File: src/rtl/trena_pkg.sv
// Shared definitions for the trena control unit: state codes, character
// select codes and timing defaults.
package trena_pkg;

    typedef enum logic [3:0] {
        INICIAL       = 4'd0,
        PREPARA       = 4'd1,
        ESPERA_MEDIDA = 4'd2,
        TRANSMITE     = 4'd3,
        ESPERA_TX     = 4'd4,
        PROXIMO       = 4'd5,
        FINAL         = 4'd6,
        ESPERA_AUTO   = 4'd7,
        ERRO          = 4'd8
    } estado_t;

    localparam logic [1:0] SEL_CENTENA = 2'd0;
    localparam logic [1:0] SEL_DEZENA  = 2'd1;
    localparam logic [1:0] SEL_UNIDADE = 2'd2;
    localparam logic [1:0] SEL_HASH    = 2'd3;

    localparam logic [6:0] ASCII_HASH = 7'h23;

    localparam int TIMEOUT_M_DEF = 2500000;
    localparam int TIMEOUT_N_DEF = 22;

endpackage

File: src/rtl/trena_uc_contador_m.sv
// Modulo-M up counter with synchronous clear; used as the measurement timeout.
module contador_m #(
    parameter int M = 2500000,
    parameter int N = 22
) (
    input  logic         clock,
    input  logic         reset,
    input  logic         zera_s,
    input  logic         conta,
    output logic [N-1:0] q
);

    localparam logic [N-1:0] LAST = N'(M - 1);
    localparam logic [N-1:0] ONE  = N'(1);

    always_ff @(posedge clock) begin
        if (!reset || zera_s) begin
            q <= '0;
        end else if (conta) begin
            q <= (q == LAST) ? '0 : q + ONE;
        end
    end

endmodule

File: src/rtl/trena_uc.sv
// Control unit for the trena datapath: sequences the measurement, the
// four-character serial report and the periodic auto mode.
module trena_uc
    import trena_pkg::*;
#(
    parameter int TIMEOUT_M = TIMEOUT_M_DEF,
    parameter int TIMEOUT_N = TIMEOUT_N_DEF
) (
    input  logic       clock,
    input  logic       reset,
    input  logic       mensurar,
    input  logic       modo_auto,
    input  logic       pronto_medida,
    input  logic       pronto_serial,
    input  logic       fim_auto,
    output logic       medir_dp,
    output logic       partida_serial,
    output logic [1:0] sel_letra,
    output logic       zera_auto,
    output logic       conta_auto,
    output logic       pronto,
    output logic       erro,
    output logic [3:0] db_estado
);

    localparam logic [TIMEOUT_N-1:0] TO_LAST = TIMEOUT_N'(TIMEOUT_M - 1);

    estado_t               estado, prox;
    logic [1:0]            nxt_sel;
    logic                  nxt_erro;
    logic                  zera_t, conta_t;
    logic [TIMEOUT_N-1:0]  cnt_t;
    logic                  timeout;

    contador_m #(
        .M(TIMEOUT_M),
        .N(TIMEOUT_N)
    ) u_timeout (
        .clock  (clock),
        .reset  (reset),
        .zera_s (zera_t),
        .conta  (conta_t),
        .q      (cnt_t)
    );

    assign timeout   = (cnt_t == TO_LAST);
    assign db_estado = estado;

    always_comb begin
        prox     = estado;
        nxt_sel  = sel_letra;
        nxt_erro = erro;
        zera_t   = 1'b0;
        conta_t  = 1'b0;
        case (estado)
            INICIAL:       if (mensurar) prox = PREPARA;
            PREPARA: begin
                zera_t = 1'b1;
                prox   = ESPERA_MEDIDA;
            end
            ESPERA_MEDIDA: begin
                conta_t = 1'b1;
                if (pronto_medida)  prox = TRANSMITE;
                else if (timeout)   prox = ERRO;
            end
            TRANSMITE:     prox = ESPERA_TX;
            ESPERA_TX:     if (pronto_serial) prox = PROXIMO;
            PROXIMO: begin
                if (sel_letra == SEL_HASH) begin
                    prox = FINAL;
                end else begin
                    prox    = TRANSMITE;
                    nxt_sel = sel_letra + 2'd1;
                end
            end
            FINAL:         prox = modo_auto ? ESPERA_AUTO : INICIAL;
            ESPERA_AUTO: begin
                if (!modo_auto) begin
                    prox = INICIAL;
                end else if (fim_auto) begin
                    // Auto restart skips PREPARA, so it must rewind the
                    // character select itself or the report would start at '#'.
                    prox     = ESPERA_MEDIDA;
                    zera_t   = 1'b1;
                    nxt_erro = 1'b0;
                    nxt_sel  = SEL_CENTENA;
                end else if (mensurar) begin
                    prox = PREPARA;
                end
            end
            ERRO:          prox = INICIAL;
            default:       prox = INICIAL;
        endcase
        if (prox == PREPARA) begin
            nxt_sel  = SEL_CENTENA;
            nxt_erro = 1'b0;
        end
        if (prox == ERRO) nxt_erro = 1'b1;
    end

    // Outputs are registered from the next state so they line up with it.
    // zera_auto is raised on every FINAL: clearing the 1 s timer is harmless
    // in manual mode and avoids depending on modo_auto a cycle early.
    always_ff @(posedge clock) begin
        if (!reset) begin
            estado         <= INICIAL;
            sel_letra      <= SEL_CENTENA;
            erro           <= 1'b0;
            medir_dp       <= 1'b0;
            partida_serial <= 1'b0;
            zera_auto      <= 1'b0;
            conta_auto     <= 1'b0;
            pronto         <= 1'b0;
        end else begin
            estado         <= prox;
            sel_letra      <= nxt_sel;
            erro           <= nxt_erro;
            medir_dp       <= (prox == PREPARA);
            partida_serial <= (prox == TRANSMITE);
            zera_auto      <= (prox == PREPARA) || (prox == FINAL);
            conta_auto     <= (prox == ESPERA_AUTO);
            pronto         <= (prox == FINAL);
        end
    end

endmodule

File: config.mk
export PLATFORM = sky130hd
export DESIGN_NAME = trena_uc
export DESIGN_NICKNAME = d
export VERILOG_FILES = /design/src/rtl/trena_pkg.sv /design/src/rtl/trena_uc_contador_m.sv /design/src/rtl/trena_uc.sv
export SDC_FILE = /design/constraint.sdc
export NUM_CORES = 1
export LEC_CHECK = 0
export ABC_AREA = 1
export BUFFER_PORTS_ARGS = -buffer_cell sky130_fd_sc_hd__buf_4
export CAP_MARGIN = 25
export CORE_ASPECT_RATIO = 0.75
export CORE_MARGIN = 4
export CORE_UTILIZATION = 54
export DETAILED_ROUTE_END_ITERATION = 10
export PLACE_DENSITY = 0.85
export SYNTH_ARGS = -nofsm -noshare
export SYNTH_HDL_FRONTEND = slang
export SYNTH_SLANG_ARGS = --single-unit
File: constraint.sdc
create_clock -name clock -period 3.3 [get_ports clock]
set_input_delay 0.66 -clock clock [delete_from_list [all_inputs] [get_ports clock]]
set_output_delay 0.66 -clock clock [all_outputs]
set_load 0.01 [all_outputs]
# Word level (Yosys, flattened, before mapping)
# Index checks and enable logic that the tools add are counted.
[word_totals]
register_bits = 34
inputBits = 7
output_inout_bits = 12
[op_classes]
add_sub_neg = 2
n_eq_ne = 17
mux = 23
bitwise = 1
n_reduce_logical = 11
[ops]
columns = ["operator", "n"]
rows = [
  ["4-bit one-hot mux with 8 select lines", 1],
  ["4-bit by 3-bit equality test with 1-bit output (second input constant)", 6],
  ["4-bit 2-to-1 mux", 6],
  ["22-bit by 1-bit adder with 22-bit output (second input constant)", 1],
  ["22-bit equality test (second input constant)", 1],
  ["22-bit 2-to-1 mux", 1],
  ["4-bit by 2-bit equality test with 1-bit output (second input constant)", 3],
  ["3-bit nonzero test", 3],
  ["4-bit by 1-bit equality test with 1-bit output (second input constant)", 2],
  ["1-bit 2-to-1 mux", 8],
  ["2-bit 2-to-1 mux", 3],
  ["3-bit 2-to-1 mux", 2],
  ["2-bit inequality test (second input constant)", 3],
  ["4-bit equality test (second input constant)", 1],
  ["4-bit logical NOT", 1],
  ["2-bit one-hot mux with 2 select lines", 1],
  ["4-bit AND reduction", 1],
  ["3-bit AND reduction", 1],
  ["2-bit by 1-bit adder with 2-bit output (second input constant)", 1],
  ["2-bit equality test (second input constant)", 1],
  ["1-bit logical OR", 2],
  ["1-bit one-hot mux with 2 select lines", 1],
  ["2-bit nonzero test", 1],
  ["2-bit OR reduction", 1],
  ["2 further kinds", 2],
]

# Depth between registers and ports, before layout
# Gate-level depths: netlist (run 1).
[logic_depth]
word_depth = 7
depth_mapped = 12

# By module
# From an unflattened synthesis (run 1), not the netlist that was laid out.
[unflattened]
cells_unflattened = 322
area_unflattened_um2 = 1999.4
[modules_own_cells]
columns = ["mod", "instances", "cells_per_inst", "area_each_um2", "seq_area_each_um2"]
rows = [
  ["contador_m", 1, 197, 1241.2, 440.4],
  ["trena_uc", 1, 125, 758.2, 240.2],
]

# Worst setup path before layout (run 1)
# No wires, ideal clock.
[synth_timing]
path_type = "register to register"
start = "register estado[1] (netlist: db_estado[1])"
end = "register u_timeout.q[15]"
setup_time_ns = 0.118
arrival_time_ns = 1.376
path_slack_ns = 1.806
stages_incl_launch_ff = 13
n_path_buf = 1
cell_sequence = "dfxtp_1 -> inv_2 -> nor2_4 -> nand2_2 -> buf_6 -> nor2_8 -> nand3_2 -> nor2_2 -> nand3_2 -> clkinv_1 -> nand2_1 -> nand2_1 -> a21oi_2"
[synth_via]
elab_chain_len = 3
[synth_lines]
columns = ["element", "line_no", "text"]
rows = [
  ["start: declaration", "trena_uc.sv:28", "estado_t estado, prox;"],
  ["start signal: assignment", "trena_uc.sv:115", "estado <= prox;"],
  ["4-bit by 3-bit equality test with 1-bit output / 4-bit by 1-bit equality test with 1-bit output (equally long branches)", "trena_uc.sv:55", "case (estado)"],
  ["1-bit one-hot mux with 2 select lines", "trena_uc.sv:55", ""],
  ["1-bit logical OR", "trena_uc_contador_m.sv:17", "if (!reset || zera_s) begin"],
  ["end signal: assignment", "trena_uc_contador_m.sv:20", "q <= (q == LAST) ? '0 : q + ONE;"],
  ["end: declaration", "trena_uc_contador_m.sv:10", "output logic [N-1:0] q"],
]
# Parallel ways exist; a longest one is shown, timed or not.
# A chain may end at the register's enable or synchronous reset.

# Final worst setup path (run 1)
[layout_timing]
start = "register estado[0] (netlist: db_estado[0])"
end = "register u_timeout.q[1]"
# Same word-level chain as after synthesis.

==> results.sh, run 1 <==
export IMPL_status="finished, final reports clean"
export IMPL_post_cts_setup_buffers=0
export IMPL_maxSlewViolCount=0
export IMPL_clock_latency_ns=0.28
export IMPL_grt_start_max_net_pins=12
export IMPL_hp_class="reg2reg"
export IMPL_synth_cell_area_um2=1980
export IMPL_p_switching_mw=0.239
export IMPL_gp_routability_congestion=0.934
export IMPL_synth_common_cells="nand2_1, nor2_1, inv_1"
export IMPL_yosysUniqueCellTypes=34
export IMPL_ir_drop_uv=218
export IMPL_finalCriticalPeriod_ns=2.22
export IMPL_maxCapViolCount=0
export IMPL_final_hold_viol_count=0
export IMPL_tns_ns=0
export IMPL_post_route_period_util=0.673
export IMPL_drc_errors=0
export IMPL_die_area_um2=4700
export IMPL_cts_resized=0
export IMPL_cts_sinks=34
export IMPL_grt_pass1_wl_um=8080
export IMPL_die_w_um=77.8
export IMPL_fmax_mhz=450
export IMPL_rsz0062_at_grt="no"
export IMPL_crit_slowest_cell="dfxtp_1"
export IMPL_drtAntennaViolNets=0
export IMPL_tightest_slew_ns=1.06
export IMPL_drt_total_wl_um=4880
export IMPL_cts_buffers_inserted=5
export IMPL_cp_max_fo=11
export IMPL_p_comb_frac=0.138
export IMPL_grt_total_usage=0.217
export IMPL_cts_max_level=2
export IMPL_initial_utilization=0.581
export IMPL_hpwl_um=3830
export IMPL_synth_largest_area_cell="dfxtp_1"
export IMPL_p_leak_nw=0.887
export IMPL_crit_path_max_incr_delay_ns=0.47
export IMPL_critPathLaunchType="flop"
export IMPL_synth_seq_area_share=0.345
export IMPL_gr_total_overflow=0
export IMPL_synthToLayoutAreaGrowth_pct=13.8
export IMPL_slew_headroom=0.288
export IMPL_dr_pass1_iters=5
export IMPL_worstPathCellList="nand2_1 > nor2_1 > nand2_1 > nor2_2 > inv_1 > o211ai_1 > nor2_1 > inv_2 > a211oi_1"
export IMPL_yosysWarnings=0
export IMPL_routed_via_count=2064
export IMPL_fill_cells=302
export IMPL_grt_pass1_vias=1685
export IMPL_yosysTopAreaCellShare=0.345
export IMPL_boundaryPins=19
export IMPL_drt_iter0_drc=245
export IMPL_utilization=0.661
export IMPL_pwr_share_clk=0.362
export IMPL_core_um2=3400
export IMPL_ctsHoldBuffers=0
export IMPL_syn_avg_cell_area_um2=6.46
export IMPL_skew_ns=0.00762
export IMPL_place_inst=372
export IMPL_vias_per_cell=5.43
export IMPL_final_net_count=338
export IMPL_end_kind="flop"
export IMPL_drt_wirelength_per_cell_um=12.8
export IMPL_cts_tree="done"
export IMPL_synth_area_leaders="dfxtp_1, nand2_1, nor2_1"
export IMPL_clk_pin_slew_worst_paths_ns=0.07
export IMPL_setup_violations=0
export IMPL_cts_max_path_buffers=2
export IMPL_p_int_mw=0.632
export IMPL_p_per_area_nw_per_um2=387
export IMPL_ys_ff_latch=34
export IMPL_arrival_ns=2.39
export IMPL_async_flop_share=0
export IMPL_netlist_instances=306
export IMPL_yosysMostFrequentCell="nand2_1"
export IMPL_diodes=0
export IMPL_antenna_found_initial=0
export IMPL_cts_root_buffer="clkbuf_8"
export IMPL_synth_nets=315
export IMPL_synth_ff_type="dfxtp_1"
export IMPL_drive_gt1_frac=0.133
export IMPL_switching_share=0.275
export IMPL_setup_worst_path_class="reg2reg"
export IMPL_cp_required_ns=3.46
export IMPL_io_buffers=18
export IMPL_seq_power_share=0.501
export IMPL_die_y_um=60.4
export IMPL_fp_row_count=18
export IMPL_fin_cells=380
export IMPL_synth_edff_count=0
cell families after synthesis:
logic type,after synthesis,share of synthesized area
xor gates and xnor gates,2,0.00887
and+or+nand+nor,192,0.458
adders and majority gates,2,0.0127
buffers and inverters,47,0.0944
muxes,1,0.00570
AOI/OAI and AO/OA,28,0.0760
DFF,34,0.345
worst paths after layout:
kind	start	endpoint	slack, ns	cells after the start
worst max-delay path	db_estado[0]	u_timeout.q[1]	1.08	9
worst min-delay path	u_timeout.q[8]	u_timeout.q[9]	0.49	2
worst max register to register	db_estado[0]	u_timeout.q[1]	1.08	9
worst min register to register	u_timeout.q[8]	u_timeout.q[9]	0.49	2
registers in the layout, summed over array words and instances, names as in the netlist:
| signal | count |
|---|---|
| db_estado | 4 |
| partida_serial | 1 |
| zera_auto | 1 |
| u_timeout.q | 22 |
| sel_letra | 2 |
| pronto | 1 |
| erro | 1 |
| conta_auto | 1 |
| medir_dp | 1 |
cell usage in the layout (no fill, tap or decap), types with 2 or more instances in the layout:
master	count
o21ai_0	11
nor2_2	2
inv_1	40
nor3_1	18
nor3b_1	2
dfxtp_1	34
clkbuf_8	6
nor2_1	52
buf_4	18
nand3_1	24
a21oi_1	11
nand2_1	68
nand4_1	13
inv_2	3
nand2_2	2
nand3_2	3
xor2_1	2
clkinv_2	2
ha_1	2
o21ai_1	2
layout make-up:
cell class,count,area [um2],share of cell area
Multi-Input combinational cell,225,1110,0.493
Sequential cell,34,681,0.303
Inverter,45,170,0.0757
Timing Repair Buffer,18,135,0.0601
Clock buffer,7,86.3,0.0384
Tap cell,50,62.6,0.0278
Clock inverter,1,5.00,0.00223
critical path, delay by kind of cell (launching register included):
kind                   cells  cell delay (ns)
and+or+nand+nor            5             0.82
buffers and inverters      2             0.29
DFF                        1             0.47
AOI/OAI and AO/OA          2             0.53
power groups by stage:
stage | registers, mW | logic (mW) | clock network, mW
after floorplan | 0.448 | 0.0717 | 0
after global placement | 0.445 | 0.114 | 0
after detailed placement | 0.445 | 0.116 | 0
after CTS | 0.436 | 0.118 | 0.320
after global routing | 0.437 | 0.131 | 0.342
final | 0.436 | 0.120 | 0.315
stage by stage:
stage                     hold WS, ns  worst slack, ns  power [mW]  instance area (um2)
after floorplan                 0.452             1.81       0.520                 1980
after global placement          0.474             1.23       0.559                 2160
after detailed placement        0.474             1.15       0.561                 2160
after CTS                       0.485             1.17       0.873                 2250
after global routing            0.500            0.969       0.910                 2250
final                           0.488             1.08       0.871                 2250
metal layers:
metal / GRT usage / vias up / part of all wire
li1: - / 1045 / -
met4: 0.0508 / 0 / 0.0066
met2: 0.305 / 99 / 0.40
met5: 0 / - / 0
met3: 0.0475 / 5 / 0.095
met1: 0.336 / 915 / 0.50
(Power assumes the default switching activity.)
==> inputs of run 2 (changes only) <==
ABC_AREA = 0   (was 1)
clock period = 2.25 ns   (was 3.3 ns; I/O delays follow)
==> results.sh, run 2 <==
export IMPL_tightest_slew_ns=0.514
export IMPL_maxCapViolCount=0
export IMPL_cp_max_fo=5
export IMPL_synth_edff_count=0
export IMPL_drtAntennaViolNets=0
export IMPL_maxSlewViolCount=0
export IMPL_hp_class="in2reg"
export IMPL_cp_startpoint="u_timeout.q[18]"
export IMPL_async_flop_share=0
export IMPL_final_hold_viol_count=0
export IMPL_skew_ns=0.00935
export IMPL_drt_total_wl_um=3610
export IMPL_yosysTopAreaCellShare=0.402
export IMPL_crit_path_max_incr_delay_ns=0.56
export IMPL_drt_iter0_drc=127
export IMPL_antenna_found_initial=0
export IMPL_netlist_instances=194
export IMPL_dr_pass1_iters=4
export IMPL_cp_required_ns=2.39
export IMPL_utilization=0.659
export IMPL_layout_common_cells="dfxtp_1, nor2_1, buf_4"
export IMPL_ys_ff_latch=34
export IMPL_grt_start_max_net_pins=23
export IMPL_fin_cells=255
export IMPL_final_area_um2=1960
export IMPL_grt_pass1_vias=1235
export IMPL_fp_row_count=17
export IMPL_place_inst=247
export IMPL_drive_gt1_frac=0.171
export IMPL_hp_start="reset"
export IMPL_p_comb_frac=0.116
export IMPL_critPathLaunchType="flop"
export IMPL_mostFrequentLayoutCell="dfxtp_1"
export IMPL_hpwl_um=2710
export IMPL_cts_resized=0
export IMPL_fmax_mhz=482
export IMPL_synthToLayoutAreaGrowth_pct=15.9
export IMPL_synth_ff_type="dfxtp_1"
export IMPL_cts_tree="done"
export IMPL_io_buffers=18
export IMPL_cts_max_level=2
export IMPL_yosysWarnings=0
export IMPL_gr_total_overflow=0
export IMPL_status="finished, final reports clean"
export IMPL_seq_power_share=0.509
export IMPL_drc_errors=0
export IMPL_clk_pin_slew_worst_paths_ns=0.06
export IMPL_yosysUniqueCellTypes=45
export IMPL_rsz0062_at_grt="no"
export IMPL_setup_violations=0
export IMPL_finalCriticalPeriod_ns=2.08
export IMPL_drt_wirelength_per_cell_um=14.2
export IMPL_grt_total_usage=0.193
export IMPL_end_kind="flop"
export IMPL_yosysMostFrequentCell="dfxtp_1"
export IMPL_crit_slowest_cell="or4_1"
export IMPL_synth_area_leaders="dfxtp_1, nor2_1, xor2_1"
export IMPL_die_w_um=72.7
export IMPL_p_leak_nw=0.752
export IMPL_ir_drop_uv=519
export IMPL_p_switching_mw=0.297
export IMPL_setup_ws_ns=0.175
export IMPL_final_net_count=225
export IMPL_cts_buffers_inserted=5
export IMPL_ctsHoldBuffers=0
export IMPL_cts_max_path_buffers=2
export IMPL_slew_headroom=0.653
export IMPL_largest_reg_flops=22
export IMPL_arrival_ns=2.22
export IMPL_gp_routability_congestion=0.854
export IMPL_cts_root_buffer="clkbuf_8"
export IMPL_top_register="u_timeout.q"
export IMPL_cts_sinks=34
export IMPL_diodes=0
export IMPL_grt_pass1_wl_um=6100
export IMPL_post_cts_setup_buffers=0
export IMPL_die_area_um2=4100
export IMPL_synth_nets=203
export IMPL_dp_slack_ns=0.189
export IMPL_routed_via_count=1403
export IMPL_p_int_mw=0.918
export IMPL_synth_seq_area_share=0.402
export IMPL_clock_latency_ns=0.29
export IMPL_initial_utilization=0.568
export IMPL_tns_ns=0
export IMPL_synth_cell_area_um2=1690
export IMPL_post_route_period_util=0.922
export IMPL_synth_largest_area_cell="dfxtp_1"
export IMPL_syn_avg_cell_area_um2=8.73
export IMPL_core_um2=2980
export IMPL_placed_cell_area_um2=1870
export IMPL_worstPathCellList="nor4bb_1 > nand4_1 > or4_1 > a22oi_1 > nor3b_1"
export IMPL_synth_common_cells="dfxtp_1, nor2_1, nand2_1, nand3_1, xor2_1"
export IMPL_switching_share=0.244
export IMPL_p_per_area_nw_per_um2=619
export IMPL_r2r_start="u_timeout.q[18]"
export IMPL_boundaryPins=19
export IMPL_die_y_um=56.5
export IMPL_vias_per_cell=5.50
export IMPL_setup_worst_path_class="reg2reg"
export IMPL_pwr_share_clk=0.375
==> run 2: changes by cell type after synthesis, moves of 4 or more <==
cell / change
and3_1: +4
nor2b_1: +4
and4_1: +5
inv_1: -36
nand4_1: -8
nor3_1: -13
o21ai_0: -8
nor2_1: -20
nand3_1: -11
xnor2_1: +9
a21oi_1: -9
nand2_1: -55
xor2_1: +10
==> run 2: kinds of logic after synthesis <==
kind of cell | synth area share
compound gates | 0.0628
mux | 0.0177
fa+ha+maj | 0.0148
flops | 0.402
simple gates | 0.360
xor+xnor | 0.109
buf+inv | 0.0340
==> run 2: layout make-up <==
class	instances	area, um2
clock buffer	7	86.3
clock inverter	1	5.00
fill	261	1020
inverter	4	15.0
multi-input combinational	148	955
sequential	34	681
tap	38	47.5
timing repair buffer	23	173
==> run 2: through the flow <==
| step | power, mW | hold WS (ns) |
|---|---|---|
| after floorplan | 0.718 | 0.453 |
| after global placement | 0.768 | 0.443 |
| final | 1.22 | 0.450 |
| after detailed placement | 0.771 | 0.447 |
| after CTS | 1.22 | 0.439 |
| after global routing | 1.26 | 0.462 |
==> run 2: power groups by stage <==
stage               Combinational [mW]  Clock (mW)  Sequential (mW)
floorplan                       0.0787           0            0.639
global placement                 0.135           0            0.633
detailed placement               0.138           0            0.632
CTS                              0.139       0.466            0.619
global route                     0.153       0.490            0.620
finish                           0.141       0.455            0.619
==> run 2: layer usage <==
layer,up-vias,wire (um),GRT usage,share of wire
li1,720,-,-,-
met1,645,1980,0.311,0.55
met2,29,1380,0.234,0.38
met3,9,176,0.0483,0.049
met4,0,77,0.0789,0.021
met5,-,0,0,0
==> run 2: path summary, 6_finish.rpt <==
check / to / slack [ns] / depth (start not counted)
hold reg to reg: erro / 0.46 / 1
setup / recovery: partida_serial / 0.17 / 5
hold / removal: db_estado[2] / 0.45 / 2
setup reg to reg: partida_serial / 0.17 / 5
==> run 2: critical path, delay by kind of cell (launching register included) <==
| family | cells | cell delay (ns) |
|---|---|---|
| AOI/OAI and AO/OA | 1 | 0.40 |
| DFF | 1 | 0.36 |
| and+or+nand+nor | 4 | 1.18 |
==> inputs of run 3 (changes only) <==
BUFFER_PORTS_ARGS = default   (was -buffer_cell sky130_fd_sc_hd__buf_4)
DONT_BUFFER_PORTS = 1   (was default)
PLACE_DENSITY = 0.8   (was 0.85)
==> results.sh, run 3 (synthesized netlist as in run 2, its figures left out) <==
export IMPL_status="finished, final reports clean"
export IMPL_maxSlewViolCount=0
export IMPL_tns_ns=0
export IMPL_hp_class="in2reg"
export IMPL_mostFrequentLayoutCell="dfxtp_1"
export IMPL_die_y_um=56.5
export IMPL_p_leak_nw=0.668
export IMPL_gr_total_overflow=0
export IMPL_critPathLaunchType="flop"
export IMPL_routed_via_count=1348
export IMPL_grt_start_max_net_pins=23
export IMPL_diodes=0
export IMPL_cts_root_buffer="clkbuf_8"
export IMPL_post_route_period_util=0.877
export IMPL_core_um2=2980
export IMPL_grt_pass1_vias=1278
export IMPL_final_hold_viol_count=0
export IMPL_boundaryPins=19
export IMPL_finalCriticalPeriod_ns=1.97
export IMPL_die_area_um2=4100
export IMPL_post_cts_setup_buffers=0
export IMPL_fmax_mhz=507
export IMPL_ctsHoldBuffers=0
export IMPL_cts_max_path_buffers=2
export IMPL_hpwl_um=2640
export IMPL_setup_violations=0
export IMPL_tightest_slew_ns=0.517
export IMPL_grt_total_usage=0.194
export IMPL_drt_total_wl_um=3540
export IMPL_gp_routability_congestion=0.876
export IMPL_grt_pass1_wl_um=6130
export IMPL_cp_required_ns=2.41
export IMPL_top_register="u_timeout.q"
export IMPL_drt_wirelength_per_cell_um=15.0
export IMPL_cts_tree="done"
export IMPL_dr_pass1_iters=4
export IMPL_rsz0062_at_grt="no"
export IMPL_cts_buffers_inserted=5
export IMPL_io_buffers=0
export IMPL_cts_sinks=34
export IMPL_synthToLayoutAreaGrowth_pct=9.46
export IMPL_end_kind="flop"
export IMPL_drc_errors=0
export IMPL_antenna_found_initial=0
export IMPL_p_per_area_nw_per_um2=700
export IMPL_final_net_count=207
export IMPL_hp_start="reset"
export IMPL_maxCapViolCount=0
export IMPL_layout_common_cells="dfxtp_1, nor2_1, nand2_1, nand3_1, xor2_1"
export IMPL_setup_worst_path_class="reg2reg"
export IMPL_initial_utilization=0.568
export IMPL_skew_ns=0.00185
export IMPL_arrival_ns=2.13
export IMPL_fp_row_count=17
export IMPL_drt_iter0_drc=124
export IMPL_clock_latency_ns=0.28
export IMPL_cp_startpoint="u_timeout.q[18]"
export IMPL_utilization=0.622
export IMPL_drtAntennaViolNets=0
export IMPL_vias_per_cell=5.71
export IMPL_worstPathCellList="nor4bb_1 > nand4_1 > or4_1 > a22oi_2 > o21bai_1"
export IMPL_cp_max_fo=5
export IMPL_slew_headroom=0.653
export IMPL_clk_pin_slew_worst_paths_ns=0.06
export IMPL_drive_gt1_frac=0.101
export IMPL_r2r_start="u_timeout.q[18]"
export IMPL_crit_slowest_cell="or4_1"
export IMPL_crit_path_max_incr_delay_ns=0.56
export IMPL_largest_reg_flops=22
export IMPL_die_w_um=72.7
export IMPL_ir_drop_uv=380
export IMPL_cts_max_level=2
run 3: final cells by class:
| type | count | area [um2] |
|---|---|---|
| clock buffer | 6 | 82.6 |
| clock inverter | 1 | 30.0 |
| fill | 251 | 1120 |
| inverter | 4 | 15.0 |
| multi-input combinational | 148 | 960 |
| sequential | 34 | 681 |
| tap | 38 | 47.5 |
| timing repair buffer | 5 | 37.5 |
run 3: report_power, final:
part           leakage [nW]  internal, mW  switching (mW)
combinational         0.336        0.0414          0.0685
sequential            0.275         0.614         0.00932
clock                0.0573         0.354           0.210
run 3: through the flow:
step	power (mW)	setup slack [ns]	hold WS (ns)	cell area (um2)	std cells
global route	1.34	0.0970	0.315	1850	236
floorplan	0.718	0.410	0.453	1690	194
detailed placement	0.743	0.176	0.496	1740	229
global placement	0.739	0.341	0.473	1740	229
finish	1.30	0.277	0.296	1850	236
CTS	1.30	0.131	0.293	1850	236
run 3: final timing paths:
check / end / slack (ns) / cells past startpoint
setup / recovery: zera_auto / 0.28 / 5
hold / removal: db_estado[2] / 0.30 / 1
setup reg to reg: zera_auto / 0.28 / 5
hold reg to reg: u_timeout.q[1] / 0.51 / 2
run 3: layer usage:
layer	track usage	wire, um
met1	0.297	1820
met2	0.247	1500
met5	0	0
met3	0.0608	158
met4	0.0737	57
run 3: critical path, delay by kind of cell, from the launching register on:
family	cells	cell delay, ns
flip-flops	1	0.37
AO/OA/AOI/OAI	2	0.41
AND/OR/NAND/NOR	3	1.07
run 3: what timing repair did:
action                     4_1_cts  5_1_grt
resized for setup                0        1
setup endpoints to repair        0        3
hold endpoints to repair         0        0
